`src/rtl/ms_ff_bank.sv`:
```
`default_nettype none
// ============================================================================
// Module   : ms_ff_bank
// Purpose  : Bank of WIDTH master-slave flip-flops sharing one runtime-
//            selectable function (JK / SR / D / T). The master evaluates the
//            next state, and the slave presents it one edge later. Per-bit
//            SR-illegal flags and slave-change pulses are also reported.
// Revision : 1.0 - initial release
// ============================================================================
module ms_ff_bank #(
  parameter int               WIDTH     = 8,
  parameter logic [WIDTH-1:0] RESET_VAL = {WIDTH{1'b0}}
) (
  input  logic             clk,
  input  logic             rst_n,
  input  logic             en,
  input  logic [1:0]       mode,
  input  logic [WIDTH-1:0] j,
  input  logic [WIDTH-1:0] k,
  output logic [WIDTH-1:0] q,
  output logic [WIDTH-1:0] q_bar,
  output logic [WIDTH-1:0] mq,
  output logic [WIDTH-1:0] sr_err,
  output logic [WIDTH-1:0] changed
);

  localparam logic [1:0] c_MODE_JK = 2'b00;
  localparam logic [1:0] c_MODE_SR = 2'b01;
  localparam logic [1:0] c_MODE_D  = 2'b10;
  localparam logic [1:0] c_MODE_T  = 2'b11;

  logic [WIDTH-1:0] r_mq;
  logic [WIDTH-1:0] r_q;
  logic [WIDTH-1:0] r_sr_err;
  logic [WIDTH-1:0] r_changed;
  logic [WIDTH-1:0] w_next;

  // Next master value for one bit. {jb,kb} is ordered with J/S as the MSB.
  // SR 11 holds the bit; the illegal condition is flagged separately.
  function automatic logic f_next_bit(input logic [1:0] md, input logic m,
                                      input logic jb, input logic kb);
    logic r;
    r = m;
    case (md)
      c_MODE_JK: begin
        case ({jb, kb})
          2'b00:   r = m;
          2'b01:   r = 1'b0;
          2'b10:   r = 1'b1;
          default: r = ~m;
        endcase
      end
      c_MODE_SR: begin
        case ({jb, kb})
          2'b01:   r = 1'b0;
          2'b10:   r = 1'b1;
          default: r = m;
        endcase
      end
      c_MODE_D: r = jb;
      c_MODE_T: r = m ^ jb;
      default:  r = m;
    endcase
    return r;
  endfunction

  // Each bit is evaluated independently against its own master state.
  generate
    for (genvar i = 0; i < WIDTH; i++) begin : g_bit
      assign w_next[i] = f_next_bit(mode, r_mq[i], j[i], k[i]);
    end
  endgenerate

  // Master/slave pipeline plus per-bit status flags. The slave copies the
  // master on every non-reset edge so a disabled bank still drains its last
  // master value into q.
  always_ff @(posedge clk) begin
    if (!rst_n) begin
      r_mq      <= RESET_VAL;
      r_q       <= RESET_VAL;
      r_sr_err  <= '0;
      r_changed <= '0;
    end else begin
      if (en) begin
        r_mq <= w_next;
      end
      r_q       <= r_mq;
      r_sr_err  <= (en && (mode == c_MODE_SR)) ? (j & k) : '0;
      r_changed <= r_mq ^ r_q;
    end
  end

  assign q       = r_q;
  assign q_bar   = ~r_q;
  assign mq      = r_mq;
  assign sr_err  = r_sr_err;
  assign changed = r_changed;

endmodule
`default_nettype wire

```
`config.mk`:
```
export PLATFORM = sky130hd
export DESIGN_NAME = ms_ff_bank
export DESIGN_NICKNAME = d
export VERILOG_FILES = /design/src/rtl/ms_ff_bank.sv
export SDC_FILE = /design/constraint.sdc
export NUM_CORES = 1
export LEC_CHECK = 0
export ABC_CLOCK_PERIOD_IN_PS = 2850
export CELL_PAD_IN_SITES_DETAIL_PLACEMENT = 0
export CELL_PAD_IN_SITES_GLOBAL_PLACEMENT = 2
export CORE_MARGIN = 5
export CORE_UTILIZATION = 29
export DETAILED_ROUTE_END_ITERATION = 10
export PLACE_DENSITY = 0.82
export SLEW_MARGIN = 20
export SYNTH_ARGS = -nofsm -noshare
export SYNTH_HDL_FRONTEND = slang
export SYNTH_SLANG_ARGS = --single-unit
```
`constraint.sdc`:
```
create_clock -name clk -period 2.85 [get_ports clk]
set_clock_uncertainty 0.1 [all_clocks]
set_input_delay 0.285 -clock clk [delete_from_list [all_inputs] [get_ports clk]]
set_output_delay 0.285 -clock clk [all_outputs]
set_load 0.005 [all_outputs]
```
Word-level counts from Yosys, hierarchy flattened
Cells that the tools add are included.
{"block": "word_totals", "register_bits": 32, "in_bits": 21, "output_inout_bits": 40, "wordCells": 108}
{"block": "op_classes", "eq_ne": 35, "muxes": 24, "n_bitwise": 19, "reduce_logical": 19}
{"cell": "1-bit case mux with 4 select lines", "count": 8}
{"cell": "3-bit by 1-bit != test with 1-bit output, second input constant", "count": 8}
{"cell": "1-bit case mux with 3 select lines", "count": 8}
{"cell": "3-bit AND reduction", "count": 8}
{"cell": "2-bit == test, second input constant", "count": 10}
{"cell": "2-bit by 1-bit == test with 1-bit output, second input constant", "count": 9}
{"cell": "2-bit zero test", "count": 9}
{"cell": "2-bit != test, second input constant", "count": 8}
{"cell": "1-bit case mux with 2 select lines", "count": 8}
{"cell": "8-bit bitwise AND", "count": 1}
{"cell": "1-bit inverter", "count": 8}
{"cell": "8-bit inverter", "count": 1}
{"cell": "1-bit XOR", "count": 8}
{"cell": "8-bit XOR", "count": 1}
{"cell": "2-bit AND reduction", "count": 1}
{"cell": "1-bit logical AND", "count": 1}

Logic depth before layout (Yosys ltp)
{"block": "depth", "word_depth": 3, "ltp_mapped": 6, "depth_no_buf": 6}

Worst setup path after synthesis
Ideal clock, no wire load.
{"block": "synth_path", "path_type": "input -> register", "from": "input j[5]", "to": "register r_mq[5], in the netlist mq[5]", "setup_time_ps": 70, "arrival_ps": 1267, "required_time_ps": 2680, "path_slack_ps": 1413, "stages": 6, "n_path_buf": 0, "path_cell_list": "inv_1 -> ha_1 -> or3_1 -> a21oi_1 -> nor4bb_1 -> a21oi_1"}
{"block": "synth_via", "elab_chain_cells": 3, "elab_cells_between_ends": 10, "classes_between": "eq/ne: 4; mux: 3; bitwise: 1; reduce/logical: 2"}
{"element": "from (decl)", "line_no": "18", "rtl": "input logic [WIDTH-1:0] j,"}
{"element": "2-bit == test (tied with other cells)", "line_no": "46, 54"}
{"element": "1-bit case mux with 3 select lines (tied with other cells)", "line_no": "46", "rtl": "case ({jb, kb})"}
{"element": "1-bit case mux with 4 select lines or 3-bit AND reduction (tied branches)"}
{"element": "to (signal assigned)", "line_no": "85", "rtl": "r_mq <= w_next;"}
{"element": "to (decl)", "line_no": "32", "rtl": "logic [WIDTH-1:0] r_mq;"}
Several ways; a longest one is shown, not always the timed one.
A chain may end at the register's enable or synchronous reset.

Worst setup path after layout
{"block": "layout_path", "from": "input mode[1]", "to": "register r_mq[5], in the netlist mq[5]"}
{"block": "layout_via", "elab_chain_cells": 3, "elab_cells_between_ends": 8, "classes_between": "eq/ne: 5; mux: 1; reduce/logical: 2"}
{"element": "from (decl)", "line_no": "17", "rtl": "input logic [1:0] mode,"}
{"element": "2-bit by 1-bit == test with 1-bit output or 2-bit zero test (tied branches)", "line_no": "44", "rtl": "case (md)"}
{"element": "3-bit by 1-bit != test with 1-bit output (no line) or 2-bit != test (tied branches)"}
{"element": "3-bit AND reduction (no line)"}
Several ways; a longest one is shown, not always the timed one.

==> results.md <==
* Startpoint type of the worst setup path: input port
* Initial antenna violation count at 0
* Register area at 641 um^2
* CTS tree: done
* Hold buffer count at CTS at 0
* Rel. slew slack at 65.4%
* Routed Wire Length at 4.80 mm
* Sink Count at 32
* Num CTS Buffers at 5
* GRT Resource Usage Total at 11.4%
* I/O Buffers at 60
* Reg2Reg Setup Slack at 1610 ps
* DIE AREA at 8810 um^2
* Fillers at 700
* CP Capture Type: flop
* Residual DRC count at 0
* Max_cap viols at 0
* Post-synth EDFFs at 0
* Setup violations, final at 0
* Synth Cell Area at 2040 um^2
* Arrival time at the worst endpoint at 1950 ps
* Final Hold Vio Count at 0
* Clock Path Buffers at 2
* Actual transition at the worst max-transition pin at 517 ps
* Largest net degree at the start of global routing at 24
* GP Congestion at 0.746
* Row count at 30
* Post-CTS setup buffer count at 0
* Die Span X at 93.9 um
* Outcome: complete, no violations
* # nets final at 352
* Crit path kind: in2reg
* Vias post-DR at 1767
* P per Cell Area at 422 nW/um^2
* Commonest non-fill, non-tap cells in the layout: clkdlybuf4s50_1, ha_1, dfxtp_1, inv_1, nor2_1
* Worst-path clk slew at 70 ps
* #FFs+latches synth at 32
* Dpl cell area at 2740 um^2
* Ports at 61
* Overflow after GRT at 0
* Syn Area/Cell at 8.72 um^2
* Final worst path period need at 1830 ps
* Hpwl dp at 3.81 mm
* Worst vdd ir at 0.190 mV
* Diode count at 0
* Number of DRC markers in iteration 0 at 50
* Clk Latency, worst-skew pair at 280 ps
* CP required at 2970 ps
* Total power at 1.20 mW
* Layout cells sized above 1 at 8.33%
* Fmax achieved at 546 MHz
* Syn. warnings at 0
* Ys flop type: dfxtp_1
* Unrepaired setup endpoints after global routing: false
* Post-CTS resize count at 0
* Area occupied by multi-input gates at 1210 um^2
* Routed len/inst at 12.1 um
* Fin. max-slew vios at 0
* Final ANT Viol Nets at 0
* Fin util at 41.7%
* Root Driver: clkbuf_8
* Syn Inst Count at 234
* Die H at 93.9 um
* Synth top area share at 31.4%
* Sequential area share after synthesis at 31.4%
* Crit path max fanout at 12
* Synth area leader: dfxtp_1
* Vias in the first global route at 1636
* Worst min path class: reg2reg
* Period utilization at 64.3%
* Commonest non-fill, non-tap cell in the layout: clkdlybuf4s50_1
* Vias per cell at 4.46
* H-tree depth at 2
* Distinct cell type count after synthesis at 38
* Global-route wire length before repair at 7.96 mm
* Syn Nets at 287
* Area Growth Syn to Fin at 39.7%
* TNS Setup at 0 ps
* LEAKAGE at 1.21 nW
* Top post-synthesis cells by area: dfxtp_1, ha_1, inv_1
* FFs w/ async S/R, synth at 0%
* First drt pass iteration count at 4
* Starting Density at 29.9%
* Fin area at 2850 um^2
* CORE AREA at 6830 um^2
[metrics by stage]
stage | instances | hold WS, ps | worst slack (ps)
3_5_place_dp | 388 | 423 | 739
4_1_cts | 396 | 438 | 1040
6_report | 396 | 430 | 1020
2_1_floorplan | 234 | 301 | 1410
5_1_grt | 396 | 455 | 879
3_3_place_gp | 388 | 418 | 756
[cell usage after synthesis, types with 4 or more instances]
cell type,number
dfxtp_1,32
ha_1,32
inv_1,29
nor2_1,20
and2_1,13
nand2_1,13
o21ai_0,12
a21oi_1,11
xnor2_1,9
a31oi_1,7
o21ai_1,5
buf_6,4
nor3_1,4
[critical path, cell delays in order]
cell,delay [ps]
clkdlybuf4s50_1,670
buf_4,300
or3_1,350
a21oi_1,160
nor4bb_1,70
a21oi_1,110
[area by class of cell]
cell class / count / area share [%]
clock buffers: 6 / 2.55
clock inverters: 2 / 1.23
inverters: 31 / 4.08
multi-input cells: 162 / 42.5
flip-flops and latches: 32 / 22.5
well taps: 96 / 4.22
repair buffers: 67 / 22.9
[power breakdown]
part           switching [mW]  internal [mW]
clock                   0.176          0.259
combinational           0.118          0.147
sequential             0.0250          0.475
total                   0.320          0.882
[cell families after synthesis]
logic type | after synthesis | synth area share (%)
adder cells (fa/ha/maj) | 32 | 19.6
AO/OA/AOI/OAI | 49 | 16.2
flip-flops | 32 | 31.4
AND/OR/NAND/NOR | 72 | 19.7
buffers and inverters | 40 | 9.20
XOR/XNOR | 9 | 3.87
[worst paths after layout]
kind                 from         end  depth (start not counted)
hold reg to reg      q[3]  changed[3]                          2
setup / recovery  mode[1]       mq[5]                          6
setup reg to reg    mq[4]       mq[4]                          4
hold / removal       q[3]  changed[3]                          2
[registers in the layout (all words and copies together), names as in the netlist]
name,flops
mq,8
sr_err,8
changed,8
q,8
[layer usage]
metal  vias up  track usage, %  routed length, um
met4         0            3.37                 66
li1        913               -                  -
met2        55            16.9               2010
met1       791            15.7               2430
met5         -               0                  0
met3         8            3.45                289
No activity file was read; power rests on OpenSTA's default activity.
